`src/rtl/apb_bridge_pkg.sv`:
```
// Shared types and constants for the APB3 to Wishbone-style bridge.
package apb_bridge_pkg;
  typedef enum logic [1:0] {IDLE, SETUP, WAIT, DONE} apb_state_e;
  localparam int ACK_FIXED     = 0;
  localparam int ACK_HANDSHAKE = 1;
endpackage

```
`src/rtl/apb_bridge_timer.sv`:
```
// Saturating 8-bit wait/timeout counter for the bridge WAIT state.
module apb_bridge_timer
  import apb_bridge_pkg::*;
#(
  parameter int WAIT_STATES = 0,
  parameter int TIMEOUT     = 16
)(
  input  logic clk,
  input  logic rst,
  input  logic clr,
  input  logic en,
  output logic wait_done,
  output logic timeout
);
  localparam logic [7:0] LP_WAIT = 8'(WAIT_STATES);
  localparam logic [7:0] LP_TO   = 8'(TIMEOUT - 1);

  logic [7:0] r_cnt;

  // Saturates at 8'hFF so an oversized WAIT_STATES can never wrap to an early match.
  always_ff @(posedge clk or posedge rst) begin
    if (rst)                         r_cnt <= '0;
    else if (clr)                    r_cnt <= '0;
    else if (en && r_cnt != 8'hFF)   r_cnt <= r_cnt + 8'd1;
  end

  assign wait_done = (r_cnt == LP_WAIT);
  assign timeout   = (r_cnt == LP_TO);
endmodule

```
`src/rtl/apb_wb_bridge.sv`:
```
// APB3 slave front-end issuing single-cycle read/write strobes to a peripheral core,
// with fixed-latency or ack-based completion, PSLVERR and backend timeout.
module apb_wb_bridge
  import apb_bridge_pkg::*;
#(
  parameter int ADDR_W      = 5,
  parameter int DATA_W      = 32,
  parameter int ACK_MODE    = ACK_FIXED,
  parameter int WAIT_STATES = 0,
  parameter int TIMEOUT     = 16
)(
  input  logic              PCLK,
  input  logic              PRESET,
  input  logic              PSEL,
  input  logic              PENABLE,
  input  logic              PWRITE,
  input  logic [ADDR_W-1:0] PADDR,
  input  logic [DATA_W-1:0] PWDATA,
  output logic [DATA_W-1:0] PRDATA,
  output logic              PREADY,
  output logic              PSLVERR,
  output logic [ADDR_W-1:0] adr_o,
  output logic [DATA_W-1:0] dat_o,
  output logic              we_o,
  output logic              re_o,
  input  logic              ack_i,
  input  logic [DATA_W-1:0] dat_i,
  input  logic              err_i
);
  apb_state_e r_state;
  logic       r_dir;
  logic       w_clr, w_en, w_wait_done, w_timeout, w_cmpl, w_to_err;

  // Ack beats timeout when both land on the same edge.
  assign w_cmpl   = (ACK_MODE == ACK_HANDSHAKE) ? (ack_i | w_timeout) : w_wait_done;
  assign w_to_err = (ACK_MODE == ACK_HANDSHAKE) && !ack_i && w_timeout;
  assign w_clr    = (r_state == SETUP) && PSEL && PENABLE;
  assign w_en     = (r_state == WAIT) && PSEL && !w_cmpl;

  apb_bridge_timer #(
    .WAIT_STATES (WAIT_STATES),
    .TIMEOUT     (TIMEOUT)
  ) u_timer (
    .clk       (PCLK),
    .rst       (PRESET),
    .clr       (w_clr),
    .en        (w_en),
    .wait_done (w_wait_done),
    .timeout   (w_timeout)
  );

  always_ff @(posedge PCLK or posedge PRESET) begin
    if (PRESET) begin
      r_state <= IDLE;
      r_dir   <= 1'b0;
      PRDATA  <= '0;
      PREADY  <= 1'b0;
      PSLVERR <= 1'b0;
      adr_o   <= '0;
      dat_o   <= '0;
      we_o    <= 1'b0;
      re_o    <= 1'b0;
    end else begin
      we_o <= 1'b0;
      re_o <= 1'b0;
      case (r_state)
        IDLE: if (PSEL && !PENABLE) begin
          adr_o <= PADDR;
          r_dir <= PWRITE;
          if (PWRITE) dat_o <= PWDATA;
          r_state <= SETUP;
        end
        SETUP: begin
          if (!PSEL) r_state <= IDLE;
          else if (PENABLE) begin
            we_o    <= r_dir;
            re_o    <= !r_dir;
            r_state <= WAIT;
          end
        end
        WAIT: begin
          // A dropped PSEL is a master abort; it overrides any completion.
          if (!PSEL) r_state <= IDLE;
          else if (w_cmpl) begin
            PREADY  <= 1'b1;
            PSLVERR <= w_to_err ? 1'b1 : err_i;
            if (!r_dir) PRDATA <= w_to_err ? '0 : dat_i;
            r_state <= DONE;
          end
        end
        DONE: begin
          PREADY  <= 1'b0;
          PSLVERR <= 1'b0;
          r_state <= IDLE;
        end
        default: r_state <= IDLE;
      endcase
    end
  end
endmodule

```
`config.mk`:
```
export PLATFORM = sky130hd
export DESIGN_NAME = apb_wb_bridge
export DESIGN_NICKNAME = d
export VERILOG_FILES = /design/src/rtl/apb_bridge_pkg.sv /design/src/rtl/apb_bridge_timer.sv /design/src/rtl/apb_wb_bridge.sv
export SDC_FILE = /design/constraint.sdc
export NUM_CORES = 1
export LEC_CHECK = 0
export ABC_AREA = 1
export BUFFER_PORTS_ARGS = -buffer_cell sky130_fd_sc_hd__buf_2
export CAP_MARGIN = 20
export CORE_MARGIN = 2
export CORE_UTILIZATION = 52
export CTS_CLUSTER_SIZE = 25
export DETAILED_ROUTE_END_ITERATION = 8
export PLACE_DENSITY_LB_ADDON = 0.05
export SETUP_SLACK_MARGIN = 0.3
export SLEW_MARGIN = 20
export SYNTH_ARGS = -nofsm -noshare
export SYNTH_HDL_FRONTEND = slang
export SYNTH_SLANG_ARGS = --single-unit
```
`constraint.sdc`:
```
create_clock -name PCLK -period 5.2 [get_ports PCLK]
set_input_delay 0 -clock PCLK [delete_from_list [all_inputs] [get_ports PCLK]]
set_output_delay 0 -clock PCLK [all_outputs]
set_load 0.01 [all_outputs]
```
==> flow_summary_export.csv <==
group,metric,value,unit
outcome,status,"completed",
clock_tree,cts_resized,0,
floorplanning,die_x,89.0,um
drt,firstDrtPassIters,4,
synthesis,ys_seq_area_share,55.9,%
synthesis,synth.cell_area,3760,um^2
floorplanning,core-area,6910,um^2
timing,fmax,463,MHz
power_and_ir_drop,p_sw,861,uW
clock_tree,clock-sinks,84,
synthesis,ys_types,23,
placed_design,pre_cts_ws,3.14,ns
power_and_ir_drop,internal_power,1.53,mW
clock_tree,cts_setup_buffers,0,
layout,fin_util,78.8,%
power_and_ir_drop,power.density_cell_area,440,nW/um^2
setup_path,criticalPathCategory,"reg2reg",
setup_path,path_max_fanout,64,
timing,fin_crit_sh,41.6,%
clock_tree,clock_latency,0.35,ns
timing,setup_viol,0,
flow_run,timing.max_cap.violations,0,
drt,wirelength,10200,um
clock_tree,path_clk_slew,0.09,ns
global_route,grt_pass1_wl,15900,um
clock_tree,clock_path_buffers,2,
floorplanning,dieArea,7920,um^2
drt,via_per_inst,4.82,
floorplanning,initial_utilization,54.4,%
layout,final_cell_mix,"nand2_1 (151), buf_2 (147), dfrtp_1 (84)",
layout,drive_gt1_share,32.1,%
drt,ant_nets,0,
power_and_ir_drop,ir_worst_vdd,0.290,mV
timing,relSlewSlack,40.4,%
drt,initialDrtViolationCount,164,
clock_tree,cts_tree,"yes",
power_and_ir_drop,swShare,36.0,%
timing,fin_worst_hold_slack,0.200,ns
clock_tree,cts.hold.buffers_added,73,
synthesis,synth_top_cell_by_area,"dfrtp_1",
power_and_ir_drop,seqPwrFrac,43.4,%
power_and_ir_drop,p_clk_share,20.6,%
synthesis,postSynthCellCount,423,
layout,n_fill_cell,472,
synthesis,syn_area_per_cell,8.88,um^2
layout,final_common_cell,"nand2_1",
layout,finalNetCount,716,
synthesis,synthTopCellsByArea,"dfrtp_1 (56%), nand2_1 (15%), o21ai_2 (7.5%), nand3_1 (6.4%), inv_1 (5.1%)",
floorplanning,die_h,89.0,um
clock_tree,cts_buffers,9,
timing,worst_slack,3.04,ns
clock_tree,cts_max_level,3,
power_and_ir_drop,p_leak,3.10,nW
placed_design,place.gp.congestion,0.819,
setup_path,critPathCaptureType,"register",
drt,wire_per_inst,13.8,um
timing,slew_violations,0,
timing,fin_setup_tns,0,ns
timing,fin_crit,2.16,ns
timing,fin_worst_skew,0.0117,ns
placed_design,dp.final_hpwl,6060,um
synthesis,ys_ff_latch,84,
setup_path,critPathRequiredTime,5.41,ns
layout,num_antenna_cells,0,
timing,rsz0062_at_grt,"no",
layout,area_delta_synth_final,44.8,%
global_route,first_global_vias,3451,
setup_path,critPathLaunchType,"register",
synthesis,synth_nets,501,
floorplanning,ios,149,
layout,area.sequential,2100,um^2
timing,worstMarginPinSlew,0.895,ns
placed_design,dp_cells,650,
floorplanning,fp-row-count,30,
synthesis,netlist.area_leader.share,55.9,%
global_route,grt_use_total,26.2,%
global_route,grt_max_degree,65,
layout,instances_no_fill,738,
synthesis,synth_warnings,0,
worst_hold_path,hold_path_class,"in2async",
power_and_ir_drop,comb_power_share,36.0,%
clock_tree,cts_root_buf,"clkbuf_8",
drt,vias,3560,
global_route,grt_antenna_before_repair,0,
layout,multiInputGateArea,1320,um^2
setup_path,arrival,2.37,ns
global_route,grt-ovfl-total,0,
drt,drc_errors,0,
timing,hold_viol_final,0,
placed_design,io_buffers,147,
## layout make-up
class / count / share of cell area (%)
inverters: 52 / 3.61
repair buffers: 223 / 27.5
flip-flops and latches: 84 / 38.6
well taps: 96 / 2.21
multi-input cells: 268 / 24.3
clock inverters: 6 / 1.47
clock buffers: 9 / 2.28
## cells by family after synthesis
kind of cell	after synthesis	synth area share (%)
XOR/XNOR	3	0.699
flip-flops	84	55.9
buffers and inverters	71	8.86
AO/OA/AOI/OAI	38	8.26
AND/OR/NAND/NOR	225	25.6
adder cells (fa/ha/maj)	2	0.666
## state kept, by name (all words and copies together) (netlist names)
| signal | flops |
|---|---|
| dat_o | 32 |
| PSLVERR | 1 |
| we_o | 1 |
| PRDATA | 32 |
| adr_o | 5 |
| re_o | 1 |
| r_dir | 1 |
| PREADY | 1 |
| u_timer.r_cnt | 8 |
| r_state | 2 |
## final timing paths
| kind | start | end | slack [ns] | cells past startpoint |
|---|---|---|---|---|
| max reg2reg | u_timer.r_cnt[0]$_DFFE_PP0P_ | PRDATA[11]$_DFFE_PP0P_ | 3.04 | 7 |
| max | u_timer.r_cnt[0]$_DFFE_PP0P_ | PRDATA[11]$_DFFE_PP0P_ | 3.04 | 7 |
| min | PRESET | u_timer.r_cnt[6]$_DFFE_PP0P_ | 0.20 | 3 |
| min in group PCLK | PWRITE | dat_o[28]$_DFFE_PP0P_ | 0.22 | 3 |
| min reg2reg | r_dir$_DFFE_PP0P_ | re_o$_DFF_PP0_ | 0.43 | 1 |
| max in group asynchronous | PRESET | PRDATA[26]$_DFFE_PP0P_ | 3.90 | 4 |
## worst max-delay path, cell delays in order, from the launching register on
cell,delay (ns)
dfrtp_1,0.41
inv_1,0.09
ha_1,0.18
nand2_2,0.07
nor2_4,0.15
nand3_4,0.63
nand2_1,0.36
o21ai_2,0.09
## stage by stage
step,total power [mW],instance area [um^2]
finish,2.39,5440
floorplan,1.50,3760
CTS,2.38,5440
global route,2.54,5440
global placement,1.81,4490
detailed placement,1.85,4510
## power by group through the flow
stage | sequential, mW | combinational [mW] | clock (mW)
after floorplan | 1.16 | 0.343 | 0
after global routing | 1.06 | 0.951 | 0.526
after CTS | 1.03 | 0.855 | 0.498
after detailed placement | 1.04 | 0.814 | 0
after global placement | 1.03 | 0.782 | 0
final | 1.04 | 0.861 | 0.492
## cell usage after synthesis
cell,n
buf_2,5
nand3_2,1
buf_6,7
a21oi_1,1
o21ai_2,32
nand2_2,1
buf_4,2
inv_1,51
xor2_1,3
ha_1,2
nor2_2,1
buf_1,2
inv_2,1
dfrtp_1,84
nand3_4,1
nand3_1,48
nand2_1,151
clkbuf_1,3
nand4_1,2
nor2_4,3
o21ai_0,5
nor2_1,16
nand3b_1,1
## metal layers
layer	GRT usage, %	vias up	part of all wire (%)
li1	-	1738	-
met1	31.8	1645	40
met2	45.0	152	50
met3	5.63	25	7.2
met4	11.8	0	2.8
met5	0	-	0
No activity file was read; power rests on OpenSTA's default activity.
